<file path="src/rtl/imm_encoder_if.sv">
// rtl/imm_encoder_if.sv - request/response bundle for the immediate encoder
`ifndef EXT_OP_LENGTH
`define EXT_OP_LENGTH 3
`endif
`ifndef EXT_OP_I
`define EXT_OP_I 3'd0
`endif
`ifndef EXT_OP_U
`define EXT_OP_U 3'd1
`endif
`ifndef EXT_OP_S
`define EXT_OP_S 3'd2
`endif
`ifndef EXT_OP_B
`define EXT_OP_B 3'd3
`endif
`ifndef EXT_OP_J
`define EXT_OP_J 3'd4
`endif

interface imm_encoder_if;
    logic                      in_valid;
    logic                      in_ready;
    logic [`EXT_OP_LENGTH-1:0] ExtOp;
    logic [31:0]               Imm;
    logic [31:0]               Tmpl;
    logic                      out_valid;
    logic                      out_ready;
    logic [31:0]               Inst;
    logic                      Err;

    modport master (
        output in_valid, ExtOp, Imm, Tmpl, out_ready,
        input  in_ready, out_valid, Inst, Err
    );

    modport slave (
        input  in_valid, ExtOp, Imm, Tmpl, out_ready,
        output in_ready, out_valid, Inst, Err
    );
endinterface

</file>
<file path="src/rtl/imm_encoder.sv">
// rtl/imm_encoder.sv - packs an immediate into RISC-V I/S/B/U/J instruction fields
// Optional round-trip self check: IMM_ENC_ROUNDTRIP_CHECK_EN.
module imm_encoder #(
    parameter int CNT_WIDTH = 16
) (
    input  logic                 clk,
    input  logic                 rstn,
    imm_encoder_if.slave         bus,
    output logic [CNT_WIDTH-1:0] enc_cnt,
    output logic [CNT_WIDTH-1:0] err_cnt
`ifdef IMM_ENC_ROUNDTRIP_CHECK_EN
    ,
    output logic                 rt_mismatch
`endif
);

    logic                 runQ;
    logic                 s1Valid;
    logic [31:0]          s1Field;
    logic [31:0]          s1Mask;
    logic [31:0]          s1Tmpl;
    logic                 s1Err;
    logic                 outValidQ;
    logic [31:0]          instQ;
    logic                 errQ;
    logic [CNT_WIDTH-1:0] encCntQ;
    logic [CNT_WIDTH-1:0] errCntQ;

    logic        accept;
    logic        s1Advance;
    logic        outXfer;
    logic [31:0] encField;
    logic [31:0] encMask;
    logic        encErr;
    logic        fits12;
    logic        fits13;
    logic        fits21;
    logic [31:0] s2Next;

    assign s1Advance    = s1Valid && (!outValidQ || bus.out_ready);
    assign bus.in_ready = runQ && (!s1Valid || s1Advance);
    assign accept       = bus.in_valid && bus.in_ready;
    assign outXfer      = outValidQ && bus.out_ready;

    // Signed range checks: every bit above the top field bit must equal the sign.
    assign fits12 = (bus.Imm[31:11] == '0) || (bus.Imm[31:11] == '1);
    assign fits13 = (bus.Imm[31:12] == '0) || (bus.Imm[31:12] == '1);
    assign fits21 = (bus.Imm[31:20] == '0) || (bus.Imm[31:20] == '1);

    always_comb begin
        encField = '0;
        encMask  = '0;
        encErr   = 1'b1;
        case (bus.ExtOp)
            `EXT_OP_I: begin
                encErr   = !fits12;
                encField = {bus.Imm[11:0], 20'b0};
                encMask  = 32'hFFF0_0000;
            end
            `EXT_OP_S: begin
                encErr   = !fits12;
                encField = {bus.Imm[11:5], 13'b0, bus.Imm[4:0], 7'b0};
                encMask  = 32'hFE00_0F80;
            end
            `EXT_OP_B: begin
                encErr   = !fits13 || bus.Imm[0];
                encField = {bus.Imm[12], bus.Imm[10:5], 13'b0,
                            bus.Imm[4:1], bus.Imm[11], 7'b0};
                encMask  = 32'hFE00_0F80;
            end
            `EXT_OP_U: begin
                encErr   = (bus.Imm[11:0] != 12'b0);
                encField = {bus.Imm[31:12], 12'b0};
                encMask  = 32'hFFFF_F000;
            end
            `EXT_OP_J: begin
                encErr   = !fits21 || bus.Imm[0];
                encField = {bus.Imm[20], bus.Imm[10:1], bus.Imm[11],
                            bus.Imm[19:12], 12'b0};
                encMask  = 32'hFFFF_F000;
            end
            default: begin
                encErr   = 1'b1;
                encField = '0;
                encMask  = '0;
            end
        endcase
    end

    always_ff @(posedge clk or negedge rstn) begin
        if (!rstn) begin
            runQ    <= 1'b0;
            s1Valid <= 1'b0;
            s1Field <= '0;
            s1Mask  <= '0;
            s1Tmpl  <= '0;
            s1Err   <= 1'b0;
        end else begin
            runQ <= 1'b1;
            if (accept) begin
                s1Valid <= 1'b1;
                s1Field <= encField;
                s1Mask  <= encMask;
                s1Tmpl  <= bus.Tmpl;
                s1Err   <= encErr;
            end else if (s1Advance) begin
                s1Valid <= 1'b0;
            end
        end
    end

    // Template bits under the immediate are always cleared, even on error.
    assign s2Next = (s1Tmpl & ~s1Mask) | s1Field;

    always_ff @(posedge clk or negedge rstn) begin
        if (!rstn) begin
            outValidQ <= 1'b0;
            instQ     <= '0;
            errQ      <= 1'b0;
        end else if (s1Advance) begin
            outValidQ <= 1'b1;
            instQ     <= s2Next;
            errQ      <= s1Err;
        end else if (bus.out_ready) begin
            outValidQ <= 1'b0;
        end
    end

    always_ff @(posedge clk or negedge rstn) begin
        if (!rstn) begin
            encCntQ <= '0;
            errCntQ <= '0;
        end else if (outXfer) begin
            encCntQ <= encCntQ + CNT_WIDTH'(1);
            if (errQ) begin
                errCntQ <= errCntQ + CNT_WIDTH'(1);
            end
        end
    end

    assign bus.out_valid = outValidQ;
    assign bus.Inst      = instQ;
    assign bus.Err       = errQ;
    assign enc_cnt       = encCntQ;
    assign err_cnt       = errCntQ;

`ifdef IMM_ENC_ROUNDTRIP_CHECK_EN
    logic [`EXT_OP_LENGTH-1:0] s1ExtOp;
    logic [31:0]               s1Imm;
    logic                      rtQ;
    logic [31:0]               rtImm;

    // Same bit mapping as the immediate extender in the decode stage.
    function automatic logic [31:0] extractImm(input logic [`EXT_OP_LENGTH-1:0] op,
                                               input logic [31:0] i);
        case (op)
            `EXT_OP_I: extractImm = {{20{i[31]}}, i[31:20]};
            `EXT_OP_S: extractImm = {{20{i[31]}}, i[31:25], i[11:7]};
            `EXT_OP_B: extractImm = {{19{i[31]}}, i[31], i[7], i[30:25], i[11:8], 1'b0};
            `EXT_OP_U: extractImm = {i[31:12], 12'b0};
            `EXT_OP_J: extractImm = {{11{i[31]}}, i[31], i[19:12], i[20], i[30:21], 1'b0};
            default:   extractImm = '0;
        endcase
    endfunction

    assign rtImm = extractImm(s1ExtOp, s2Next);

    always_ff @(posedge clk or negedge rstn) begin
        if (!rstn) begin
            s1ExtOp <= '0;
            s1Imm   <= '0;
        end else if (accept) begin
            s1ExtOp <= bus.ExtOp;
            s1Imm   <= bus.Imm;
        end
    end

    always_ff @(posedge clk or negedge rstn) begin
        if (!rstn) begin
            rtQ <= 1'b0;
        end else if (s1Advance) begin
            rtQ <= !s1Err && (rtImm != s1Imm);
        end else if (bus.out_ready) begin
            rtQ <= 1'b0;
        end
    end

    assign rt_mismatch = rtQ;

`ifndef SYNTHESIS
    always @(posedge clk) begin
        if (rstn && outXfer && rtQ) begin
            $error("imm_encoder round-trip mismatch on Inst=%h", instQ);
        end
    end
`endif
`endif

endmodule

</file>
<file path="src/flat_wrapper.sv">
// flat-port wrapper written by rule: the top's interface ports become plain ports
module imm_encoder_flat 
#(
    parameter int CNT_WIDTH = 16
)
  (clk, rstn, enc_cnt, err_cnt, bus_in_valid, bus_ExtOp, bus_Imm, bus_Tmpl, bus_out_ready, bus_in_ready, bus_out_valid, bus_Inst, bus_Err);
  imm_encoder_if bus_i ();
  input  logic clk;
  input  logic rstn;
  output logic [CNT_WIDTH-1:0] enc_cnt;
  output logic [CNT_WIDTH-1:0] err_cnt;
  input wire logic [$bits(bus_i.in_valid)-1:0] bus_in_valid;
  input wire logic [$bits(bus_i.ExtOp)-1:0] bus_ExtOp;
  input wire logic [$bits(bus_i.Imm)-1:0] bus_Imm;
  input wire logic [$bits(bus_i.Tmpl)-1:0] bus_Tmpl;
  input wire logic [$bits(bus_i.out_ready)-1:0] bus_out_ready;
  output wire logic [$bits(bus_i.in_ready)-1:0] bus_in_ready;
  output wire logic [$bits(bus_i.out_valid)-1:0] bus_out_valid;
  output wire logic [$bits(bus_i.Inst)-1:0] bus_Inst;
  output wire logic [$bits(bus_i.Err)-1:0] bus_Err;
  assign bus_i.in_valid = bus_in_valid;
  assign bus_i.ExtOp = bus_ExtOp;
  assign bus_i.Imm = bus_Imm;
  assign bus_i.Tmpl = bus_Tmpl;
  assign bus_i.out_ready = bus_out_ready;
  assign bus_in_ready = bus_i.in_ready;
  assign bus_out_valid = bus_i.out_valid;
  assign bus_Inst = bus_i.Inst;
  assign bus_Err = bus_i.Err;
  imm_encoder #(.CNT_WIDTH(CNT_WIDTH)) u_core (.clk(clk), .rstn(rstn), .bus(bus_i), .enc_cnt(enc_cnt), .err_cnt(err_cnt));
endmodule
</file>
<file path="config.mk">
export PLATFORM = sky130hd
export DESIGN_NAME = imm_encoder_flat
export DESIGN_NICKNAME = d
export VERILOG_FILES = /design/src/rtl/imm_encoder_if.sv /design/src/rtl/imm_encoder.sv /design/src/flat_wrapper.sv
export SDC_FILE = /design/constraint.sdc
export NUM_CORES = 1
export LEC_CHECK = 0
export BUFFER_PORTS_ARGS = -buffer_cell sky130_fd_sc_hd__buf_2
export CORE_MARGIN = 2
export CORE_UTILIZATION = 53
export DETAILED_ROUTE_END_ITERATION = 10
export GPL_ROUTABILITY_DRIVEN = 0
export PLACE_DENSITY = 0.8
export SLEW_MARGIN = 20
export SYNTH_ARGS = -nofsm -noshare
export SYNTH_HDL_FRONTEND = slang
export SYNTH_SLANG_ARGS = --single-unit
</file>
<file path="constraint.sdc">
create_clock -name clk -period 1.8 [get_ports clk]
set_input_delay 0.54 -clock clk [delete_from_list [all_inputs] [get_ports clk]]
set_output_delay 0.54 -clock clk [all_outputs]
set_load 0.02 [all_outputs]
</file>
==> out/qor.yml <==
status: "finished, violations left"
violations: "setup timing"
yosysWarnings: 0
wl_per_cell_um: 15.4
p_leak_nw: 3.58
grt_overflow: 0
crit_type: "flip-flop to primary output"
die_area_mm2: 0.0113
worst-path-max-fanout: 2
drv_slew: 0
drt_pass1_iterations: 4
antenna_found_initial: 0
r2r-start: "u_core.bus.out_valid"
drc: 0
max_cap_violations: 0
grt_pass1_vias: 4607
path_clk_slew_ns: 0.06
clock-sinks: 130
cts_made_buffers: 17
start_util_pct: 54.1
drtIter0Drc: 350
yosysTopAreaCellShare_pct: 58.7
netlist_instances: 558
synth_flop_cell: "dfrtp_1"
worstMarginPinSlew_ns: 0.622
die_h_um: 106
fin_ws_ns: -0.0322
cts_tree: "yes"
cts_root_buf: "clkbuf_8"
finalNetCount: 784
cp.arrival_ns: 1.29
syn_to_final_growth_pct: 28.3
die_w_um: 106
crit_start: "u_core.bus.out_valid"
fin_skew_ns: 0.00859
utilization_pct: 69.4
r2r_cells: 6
max_slew_margin_pct: 58.3
core_area_mm2: 0.0102
fmax_mhz: 546
fin_crit_ns: 1.83
total_power_w: 0.00895
seq_area_frac_synth_pct: 58.7
cp-end-kind: "primary output"
vias: 4647
synth.top_cells.by_area: "dfrtp_1, nand2_1, a21oi_1, xnor2_1, nor2_1"
grt_max_degree: 51
syn_area_mm2: 0.00554
vias_per_cell: 5.40
p_per_area_mw_per_mm2: 1260
yosys_register_bits: 130
cts_max_level: 4
antenna_left: 0
final-setup-viol-count: 1
finalHoldViolCount: 0
synth-async-reset-ratio_pct: 100
required_ns: 1.26
diodes: 0
clock_latency_ns: 0.52
rsz0062_at_grt: "yes"
synth-edff-count: 0
syn_area_per_cell_um2: 9.92
hold_depth: 3
routed_wirelength_um: 13200
track_usage_pct: 25.2
worstHoldStart: "bus_Tmpl[6]"
synth_fp_nets: 631
fp-row-count: 37
io_pins: 138
fill_cells: 773
hold_ws_ns: 0.212
synth_area_leader_cell: "dfrtp_1"
start_kind: "flip-flop"
synth_cell_type_count: 40
port_buffers: 137
grt_pass1_wl_um: 22000
clk_path_buf_depth: 2
min_path_type: "input port to flip-flop"
dp_hpwl_um: 9080
post-route-period-util_pct: 102
ir_drop_mv: 0.630
drive_gt1_share_pct: 29.7
## cells by family (layout without fill, tap and decap cells)
group | after synthesis | after routing | share of synthesized area [%]
simple gates | 246 | 246 | 19.7
flops | 130 | 130 | 58.7
compound gates | 101 | 101 | 10.6
buf+inv | 34 | 200 | 2.73
xor+xnor | 31 | 31 | 5.17
mux | 13 | 13 | 2.62
fa+ha+maj | 2 | 2 | 0.452
other cells | 1 | 1 | 0.0677
## final cells by class
type	count	area (µm²)	area share, %
multi-input combinational	394	2140	30.2
clock inverter	13	136	1.92
timing repair buffer	163	942	13.3
inverter	5	18.8	0.264
sequential	130	3250	45.8
clock buffer	19	442	6.22
tap	136	170	2.40
## sequential cells by signal (all words and copies together), names as in the netlist
| register | flops |
|---|---|
| u_core.bus.Inst | 32 |
| u_core.s1Tmpl | 32 |
| u_core.s1Field | 25 |
| u_core.enc_cnt | 16 |
| u_core.err_cnt | 16 |
| u_core.s1Mask | 4 |
| u_core.bus.Err | 1 |
| u_core.bus.out_valid | 1 |
| u_core.runQ | 1 |
| u_core.s1Err | 1 |
| u_core.s1Valid | 1 |
## cells in the mapped netlist, types with 3 or more instances
library cell / count
xor2_1: 8
a22oi_1: 6
clkbuf_1: 12
o31ai_1: 5
nand4_1: 8
a21oi_1: 64
mux2_2: 12
a22o_1: 9
dfrtp_1: 130
nand2b_1: 3
nor2b_1: 8
nor4_1: 7
buf_2: 13
o21ai_0: 10
nand2_1: 135
and3_1: 12
nor2_1: 42
nand3_1: 18
xnor2_1: 21
inv_1: 5
## report_power, final
| part | internal, W | switching [W] |
|---|---|---|
| clock | 0.00204 | 0.00125 |
| sequential | 0.00344 | 0.000362 |
| combinational | 0.000723 | 0.00115 |
## worst max-delay path, cell delays in order, from the launching register on
cell      delay [ns]
dfrtp_1         0.36
nand3b_1        0.12
and2_4          0.18
buf_6           0.12
## stage by stage
stage          TNS, ns  cell area (µm²)  std cells  worst slack (ns)
2_1_floorplan        0             5540        558             0.122
3_3_place_gp   -0.0462             6480        824           -0.0462
3_5_place_dp   -0.0721             6480        824           -0.0721
4_1_cts        -0.0301             7100        859           -0.0301
5_1_grt         -0.129             7100        860            -0.102
6_report       -0.0322             7100        860           -0.0322
## final timing paths
path | to | slack [ns]
worst max-delay path | bus_in_ready | -0.03
worst min-delay path | u_core.s1Tmpl[6] | 0.21
worst max register to register | u_core.s1Field[17] | 0.06
worst min register to register | u_core.enc_cnt[15] | 0.47
max in group asynchronous | u_core.s1Tmpl[31] | 0.69
min in group asynchronous | u_core.err_cnt[12] | 0.52
## cell usage in the layout, fill, tap and decap left out, types with 2 or more instances in the layout
master,count
buf_2,135
nor3_1,2
mux2_2,12
xor2_1,8
nand2_1,135
a21oi_1,64
and3_1,12
clkbuf_16,16
dfrtp_1,130
clkinv_2,4
nand2_2,2
nor4_1,7
nor2b_1,8
buf_12,4
xnor2_1,21
a31oi_1,2
nor2_1,42
inv_1,5
clkinv_4,3
ha_1,2
a22oi_1,6
nand3_1,17
o21ai_0,10
nand2b_1,3
nand4_1,8
and4_1,2
clkbuf_8,3
a22o_1,9
buf_4,22
xnor2_2,2
bufinv_16,2
o31ai_1,5
clkinvlp_4,4
o211ai_1,2
## layer usage
layer | vias to the layer above | global-route usage [%] | share of wire [%]
met1 | 2226 | 33.6 | 44
li1 | 2206 | - | -
met2 | 195 | 39.1 | 47
met3 | 20 | 7.23 | 7.3
met5 | - | 0 | 0
met4 | 0 | 9.77 | 1.6
## repair_timing
action,4_1_cts,5_1_grt
gates resized for setup,3,0
setup endpoints to repair,1,1
hold endpoints to repair,30,0
hold buffers,1,0
pin swaps,2,2
setup buffers,2,1
Note: power is estimated with default switching activity, not from simulation.
